### config.mk
export PLATFORM = sky130hd
export DESIGN_NAME = bb_reset_seq_flat
export DESIGN_NICKNAME = d
export VERILOG_FILES = /design/src/rtl/bb_reset_seq_if.sv /design/src/rtl/bb_reset_seq.sv /design/src/flat_wrapper.sv
export SDC_FILE = /design/constraint.sdc
export NUM_CORES = 1
export LEC_CHECK = 0
export ABC_CLOCK_PERIOD_IN_PS = 2450
export CORE_MARGIN = 4
export CORE_UTILIZATION = 43
export CTS_CLUSTER_SIZE = 25
export DETAILED_ROUTE_END_ITERATION = 8
export HOLD_SLACK_MARGIN = 0.08
export PLACE_DENSITY = 0.65
export SYNTH_ARGS = -nofsm -noshare
export SYNTH_HDL_FRONTEND = slang
export SYNTH_SLANG_ARGS = --single-unit
### constraint.sdc
create_clock -name clk -period 2.45 [get_ports clk]
set_input_delay 0.3675 -clock clk [delete_from_list [all_inputs] [get_ports clk]]
set_output_delay 0.3675 -clock clk [all_outputs]
set_load 0.1 [all_outputs]
### src/rtl/bb_reset_seq_if.sv
// -----------------------------------------------------------------------------
// bb_reset_seq_if
//
// Bundles the per-domain reset handshake and status signals of the reset
// release sequencer so they can be passed as a single port.
//
// Signals:
//   sw_rst_req   software reset request (level, sampled every clk edge)
//   dom_rdy      per-domain ready, synchronous to clk
//   dom_rst_n    per-domain active-low reset
//   seq_busy     sequence still in progress
//   seq_done     all domains released
//   err_timeout  sticky per-domain ready-timeout flags
//
// Modports:
//   master  sequencer side (drives resets and status, samples ready/request)
//   slave   environment side (drives ready/request, observes resets/status)
// -----------------------------------------------------------------------------
interface bb_reset_seq_if #(
  parameter int unsigned NUM_DOM = 3
);

  logic               sw_rst_req;
  logic [NUM_DOM-1:0] dom_rdy;
  logic [NUM_DOM-1:0] dom_rst_n;
  logic               seq_busy;
  logic               seq_done;
  logic [NUM_DOM-1:0] err_timeout;

  modport master (
    input  sw_rst_req,
    input  dom_rdy,
    output dom_rst_n,
    output seq_busy,
    output seq_done,
    output err_timeout
  );

  modport slave (
    output sw_rst_req,
    output dom_rdy,
    input  dom_rst_n,
    input  seq_busy,
    input  seq_done,
    input  err_timeout
  );

endinterface

### src/rtl/bb_reset_seq.sv
// -----------------------------------------------------------------------------
// bb_reset_seq
//
// Reset release sequencer. Consumes a reset that is already synchronous to
// clk, holds NUM_DOM downstream domain resets asserted for ASSERT_CYC edges,
// then releases the domains one at a time in index order. After each release
// it waits for that domain's ready (bounded by TIMEOUT_CYC edges) and then
// pauses GAP_CYC edges before releasing the next domain. A software reset
// request re-asserts every domain and restarts the sequence.
//
// Ports:
//   clk    sole clock
//   rst_n  synchronous active-low reset
//   bus    bb_reset_seq_if.master
//            sw_rst_req   in   software reset request, level-sensitive
//            dom_rdy      in   per-domain ready
//            dom_rst_n    out  per-domain reset, active-low, registered
//            seq_busy     out  sequence not complete, registered
//            seq_done     out  all domains released, registered
//            err_timeout  out  sticky per-domain ready-timeout, registered
//
// Parameters:
//   NUM_DOM      number of sequenced domains (>= 1)
//   ASSERT_CYC   edges all domains stay in reset after a (re)start (>= 1)
//   GAP_CYC      edges between ready/timeout of one domain and the next
//                release (>= 1)
//   TIMEOUT_CYC  maximum edges spent waiting for the current domain (>= 1)
//   CNT_W        counter width; each *_CYC must be <= 2**CNT_W
// -----------------------------------------------------------------------------
module bb_reset_seq #(
  parameter int unsigned NUM_DOM     = 3,
  parameter int unsigned ASSERT_CYC  = 4,
  parameter int unsigned GAP_CYC     = 2,
  parameter int unsigned TIMEOUT_CYC = 16,
  parameter int unsigned CNT_W       = 8
) (
  input  logic           clk,
  input  logic           rst_n,
  bb_reset_seq_if.master bus
);

  localparam int unsigned IdxW = (NUM_DOM > 1) ? $clog2(NUM_DOM) : 1;

  // Terminal counts; each phase lasts N edges, so the counter stops at N-1.
  localparam logic [CNT_W-1:0] AssertLast  = CNT_W'(ASSERT_CYC - 1);
  localparam logic [CNT_W-1:0] GapLast     = CNT_W'(GAP_CYC - 1);
  localparam logic [CNT_W-1:0] TimeoutLast = CNT_W'(TIMEOUT_CYC - 1);
  localparam logic [IdxW-1:0]  LastIdx     = IdxW'(NUM_DOM - 1);

  typedef enum logic [1:0] {
    StAssert,
    StWaitRdy,
    StGap,
    StDone
  } state_e;

  state_e             state_q, state_d;
  logic [CNT_W-1:0]   cnt_q, cnt_d;
  logic [IdxW-1:0]    idx_q, idx_d;
  logic [NUM_DOM-1:0] dom_rst_q, dom_rst_d;
  logic [NUM_DOM-1:0] err_q, err_d;
  logic               done_q, done_d;
  logic               busy_q, busy_d;

  logic               rdy_cur;
  logic               wait_end;

  // Only the ready bit of the domain currently being waited on matters.
  assign rdy_cur  = bus.dom_rdy[idx_q];
  assign wait_end = rdy_cur || (cnt_q == TimeoutLast);

  always_comb begin
    state_d   = state_q;
    cnt_d     = cnt_q;
    idx_d     = idx_q;
    dom_rst_d = dom_rst_q;
    err_d     = err_q;
    done_d    = done_q;

    if (bus.sw_rst_req) begin
      // Same update as rst_n, but one priority level below it.
      state_d   = StAssert;
      cnt_d     = '0;
      idx_d     = '0;
      dom_rst_d = '0;
      err_d     = '0;
      done_d    = 1'b0;
    end else begin
      unique case (state_q)
        StAssert: begin
          if (cnt_q == AssertLast) begin
            dom_rst_d[0] = 1'b1;
            cnt_d        = '0;
            idx_d        = '0;
            state_d      = StWaitRdy;
          end else begin
            cnt_d = cnt_q + CNT_W'(1);
          end
        end

        StWaitRdy: begin
          if (wait_end) begin
            // Ready wins over a timeout on the same edge; a timed-out domain
            // stays released and the sequence carries on.
            if (!rdy_cur) begin
              err_d[idx_q] = 1'b1;
            end
            if (idx_q == LastIdx) begin
              state_d = StDone;
              done_d  = 1'b1;
            end else begin
              idx_d   = idx_q + IdxW'(1);
              cnt_d   = '0;
              state_d = StGap;
            end
          end else begin
            cnt_d = cnt_q + CNT_W'(1);
          end
        end

        StGap: begin
          if (cnt_q == GapLast) begin
            dom_rst_d[idx_q] = 1'b1;
            cnt_d            = '0;
            state_d          = StWaitRdy;
          end else begin
            cnt_d = cnt_q + CNT_W'(1);
          end
        end

        StDone: begin
          dom_rst_d = '1;
          done_d    = 1'b1;
        end

        default: begin
          state_d = StAssert;
        end
      endcase
    end

    busy_d = !done_d;
  end

  always_ff @(posedge clk) begin
    if (!rst_n) begin
      state_q   <= StAssert;
      cnt_q     <= '0;
      idx_q     <= '0;
      dom_rst_q <= '0;
      err_q     <= '0;
      done_q    <= 1'b0;
      busy_q    <= 1'b1;
    end else begin
      state_q   <= state_d;
      cnt_q     <= cnt_d;
      idx_q     <= idx_d;
      dom_rst_q <= dom_rst_d;
      err_q     <= err_d;
      done_q    <= done_d;
      busy_q    <= busy_d;
    end
  end

  assign bus.dom_rst_n   = dom_rst_q;
  assign bus.seq_busy    = busy_q;
  assign bus.seq_done    = done_q;
  assign bus.err_timeout = err_q;

endmodule

### src/flat_wrapper.sv
// flat-port wrapper written by rule: the top's interface ports become plain ports
module bb_reset_seq_flat 
#(
  parameter int unsigned NUM_DOM     = 3,
  parameter int unsigned ASSERT_CYC  = 4,
  parameter int unsigned GAP_CYC     = 2,
  parameter int unsigned TIMEOUT_CYC = 16,
  parameter int unsigned CNT_W       = 8
)
  (clk, rst_n, bus_sw_rst_req, bus_dom_rdy, bus_dom_rst_n, bus_seq_busy, bus_seq_done, bus_err_timeout);
  bb_reset_seq_if #(.NUM_DOM(NUM_DOM)) bus_i ();
  input  logic clk;
  input  logic rst_n;
  input wire logic [$bits(bus_i.sw_rst_req)-1:0] bus_sw_rst_req;
  input wire logic [$bits(bus_i.dom_rdy)-1:0] bus_dom_rdy;
  output wire logic [$bits(bus_i.dom_rst_n)-1:0] bus_dom_rst_n;
  output wire logic [$bits(bus_i.seq_busy)-1:0] bus_seq_busy;
  output wire logic [$bits(bus_i.seq_done)-1:0] bus_seq_done;
  output wire logic [$bits(bus_i.err_timeout)-1:0] bus_err_timeout;
  assign bus_i.sw_rst_req = bus_sw_rst_req;
  assign bus_i.dom_rdy = bus_dom_rdy;
  assign bus_dom_rst_n = bus_i.dom_rst_n;
  assign bus_seq_busy = bus_i.seq_busy;
  assign bus_seq_done = bus_i.seq_done;
  assign bus_err_timeout = bus_i.err_timeout;
  bb_reset_seq #(.NUM_DOM(NUM_DOM), .ASSERT_CYC(ASSERT_CYC), .GAP_CYC(GAP_CYC), .TIMEOUT_CYC(TIMEOUT_CYC), .CNT_W(CNT_W)) u_core (.clk(clk), .rst_n(rst_n), .bus(bus_i));
endmodule
==> impl_results.md <==
- Source of the critical timing path: u_core.cnt_q[4]
- Sum of routed wire length over all layers: 2.190 mm
- Net total in the final layout: 157
- Clock period minus final worst setup slack: 2.048 ns
- Fmax: 488.3 MHz
- Dominant combinational cell family by area after synthesis: compound AO/OA/AOI/OAI gates
- Post-synthesis average cell area: 8.738 sq um
- CTS Buf Count: 3
- Max FO, Critical Path: 7
- Maximum VDD drop: 0.2967 mV
- Number of warning messages in the yosys log: 0
- Post-detailed-route count of antenna-violating nets: 0
- Via count: 937
- Fraction of final layout cells with drive strength greater than 1: 0.1702
- Clock latency on the worst-skew pair: 0.31 ns
- Initial DRC Count: 18
- H-Tree Depth: 1
- Min-delay worst type: reg2reg
- Setup Fix Bufs, Post-CTS: 0
- Final routed wire length divided by cell count: 12.81 um
- Adder-cell share of the synthesized area: 0.1031
- Hold path start: u_core.bus.dom_rst_n[2]
- Clock tree sinks: 20
- Actual transition at the worst max-transition pin: 0.5204 ns
- Port Buffers: 13
- Final-report setup violation count: 0
- Max Cap Violations: 0
- Congestion Overflow GR: 0
- Die height: 58.40 um
- Simple-Gate Fraction of Synth Area: 0.2050
- Number of inserted diodes: 0
- Power per standard cell area: 438.0 nW/um^2
- Worst relative slew slack: 0.6499
- I/O pins: 14
- Start of the worst register-to-register path: u_core.cnt_q[4]
- CTS clk-pin slew, worst paths: 0.12 ns
- Post-route total power: 0.0005612 W
- Final sum of negative setup slack: 0 ns
- Status: finished, final reports clean
- Critical Setup Path Class: reg2reg
- Multi-input gate area in the final layout: 636.9 sq um
- Gate count of the mapped netlist: 125
- Total global-route track usage: 0.1419
- Fill cell count: 244
- Area Growth Syn to Fin: 17.30%
- Maximum number of buffers from clock root to sink: 2
- Full die area: 3411 sq um
- Core region area: 2455 sq um
- Worst setup margin: 0.4021 ns
- Residual DRC: 0
- Cts hold-fix bufs: 0
- Placed wire-length estimate: 1.740 mm
- Std-Cell Rows: 18
- Maximum number of pins on one net before global-route repair: 15
- CP required: 2.65 ns
- Number of global-route vias before repair: 908
- CTS tree: yes
- Slew Limit Fails: 0
- First-pass GRT wire length: 3.843 mm
- Final Hold Violating Endpoints: 0
- Share of the synthesized netlist area taken by xor and xnor gates: 0
- Mux share of post-synthesis cell area: 0.02864
- Type of destination of the critical path: register
- Worst-case clock skew: 0.001532 ns
- Net count of the mapped netlist: 140
- CP Launch Type: register
- Worst Setup Slack post-DPL: 0.1648 ns
- DR pass1 iterations: 5
- Area occupied by registers: 400.4 sq um
- GPL Wtd Cong: 0.7685
- Worst hold margin: 0.4821 ns
- CTS-repair resized insts: 0
- Setup repair after global routing missed its margin: no
- P_leak: 0.4936 nW
- Portion of the post-synthesis area used by sequential elements: 0.3666
- Arrival time of the worst setup path: 2.25 ns
- Finished Core Util: 0.5219
- Compound-gate portion of the synthesized area: 0.2463
- Die Span X: 58.40 um
- Root buffer cell: clkbuf_4
- Antenna violations before repair: 0
- Final period utilization: 0.8359
- Number of storage elements in the synthesis netlist: 20
- Mapped Area: 1092 sq um
- Starting Density: 0.4450
- Distinct cell type count after synthesis: 34
- DR vias/cell: 5.480
flip-flops by register name (all words and copies together), names as in the netlist:
signal / count
u_core.state_q: 2
u_core.bus.err_timeout: 3
u_core.bus.seq_done: 1
u_core.bus.seq_busy: 1
u_core.idx_q: 2
u_core.bus.dom_rst_n: 3
u_core.cnt_q: 8
critical path, cell delays in order (launching register included):
cell and delay (ns):
dfxtp_1 0.35, or4_4 0.60, o41ai_4 0.38, o211ai_2 0.16, buf_4 0.18, a32oi_1 0.16
o41ai_1 0.10
metrics by stage:
stage               cells  instance area [sq um]
finish                171                   1281
global route          171                   1281
CTS                   171                   1281
detailed placement    167                   1245
global placement      167                   1245
floorplan             125                   1092
cell type report:
cell class | count | area share
Clock buffer | 4 | 0.02832
Inverter | 10 | 0.02930
Sequential cell | 20 | 0.3125
Timing Repair Buffer | 16 | 0.1035
Tap cell | 30 | 0.02930
Multi-Input combinational cell | 91 | 0.4971
placed cells by master, fill, tap and decap left out, types with 2 or more instances in the layout:
master / n
dfxtp_1: 20
nand2_1: 15
nor2_1: 13
buf_4: 11
inv_1: 10
a21oi_1: 9
ha_1: 9
nand3_1: 7
o21ai_0: 6
clkdlybuf4s50_1: 5
o32ai_1: 4
clkbuf_4: 3
mux2i_1: 2
nand3b_1: 2
o41ai_4: 2
or2_2: 2
o2111ai_1: 2
a32oi_1: 2
o31ai_1: 2
power breakdown:
| group | switching [W] | leakage (nW) | internal (W) | total, W |
|---|---|---|---|---|
| sequential | 0.00000230 | 0.161 | 0.000327 | 0.000329 |
| combinational | 0.0000158 | 0.311 | 0.0000149 | 0.0000307 |
| clock | 0.000110 | 0.0210 | 0.0000908 | 0.000201 |
cells in the mapped netlist (all sizes together):
cell	instances	share of area
a32oi	2	0.016
a31oi	1	0.0057
buf	2	0.0080
clkbuf	2	0.0080
o211ai	2	0.018
ha	9	0.10
o41ai	3	0.058
o311a	1	0.0092
o2111ai	2	0.016
nand2b	1	0.0057
o21ai	6	0.027
mux2	1	0.010
mux2i	2	0.018
inv	10	0.034
nand3b	2	0.014
o31a	1	0.0080
o31ai	2	0.014
or3b	1	0.010
nor4	1	0.0057
nand2	15	0.052
or2	2	0.011
o32ai	4	0.032
or4	2	0.018
a21oi	9	0.041
and3	1	0.0057
nand3	7	0.032
nor2b	1	0.0057
dfxtp	20	0.37
nor2	13	0.045
final timing paths:
| path | endpoint | slack [ns] | depth (start not counted) |
|---|---|---|---|
| worst max register to register | u_core.cnt_q[5] | 0.40 | 6 |
| worst min register to register | u_core.bus.dom_rst_n[2] | 0.48 | 2 |
| worst min-delay path | u_core.bus.dom_rst_n[2] | 0.48 | 2 |
| worst max-delay path | u_core.cnt_q[5] | 0.40 | 6 |
logic make-up after synthesis:
| family | count (synthesis) |
|---|---|
| AO/OA/AOI/OAI | 33 |
| flip-flops | 20 |
| multiplexers | 3 |
| AND/OR/NAND/NOR | 46 |
| buffers and inverters | 14 |
| adder cells (fa/ha/maj) | 9 |
routing by layer:
metal,global-route usage,share of wire
met1,0.1828,0.48
met2,0.2344,0.47
met3,0.02193,0.028
met4,0.05960,0.017
met5,0,0
(Power assumes the default switching activity.)
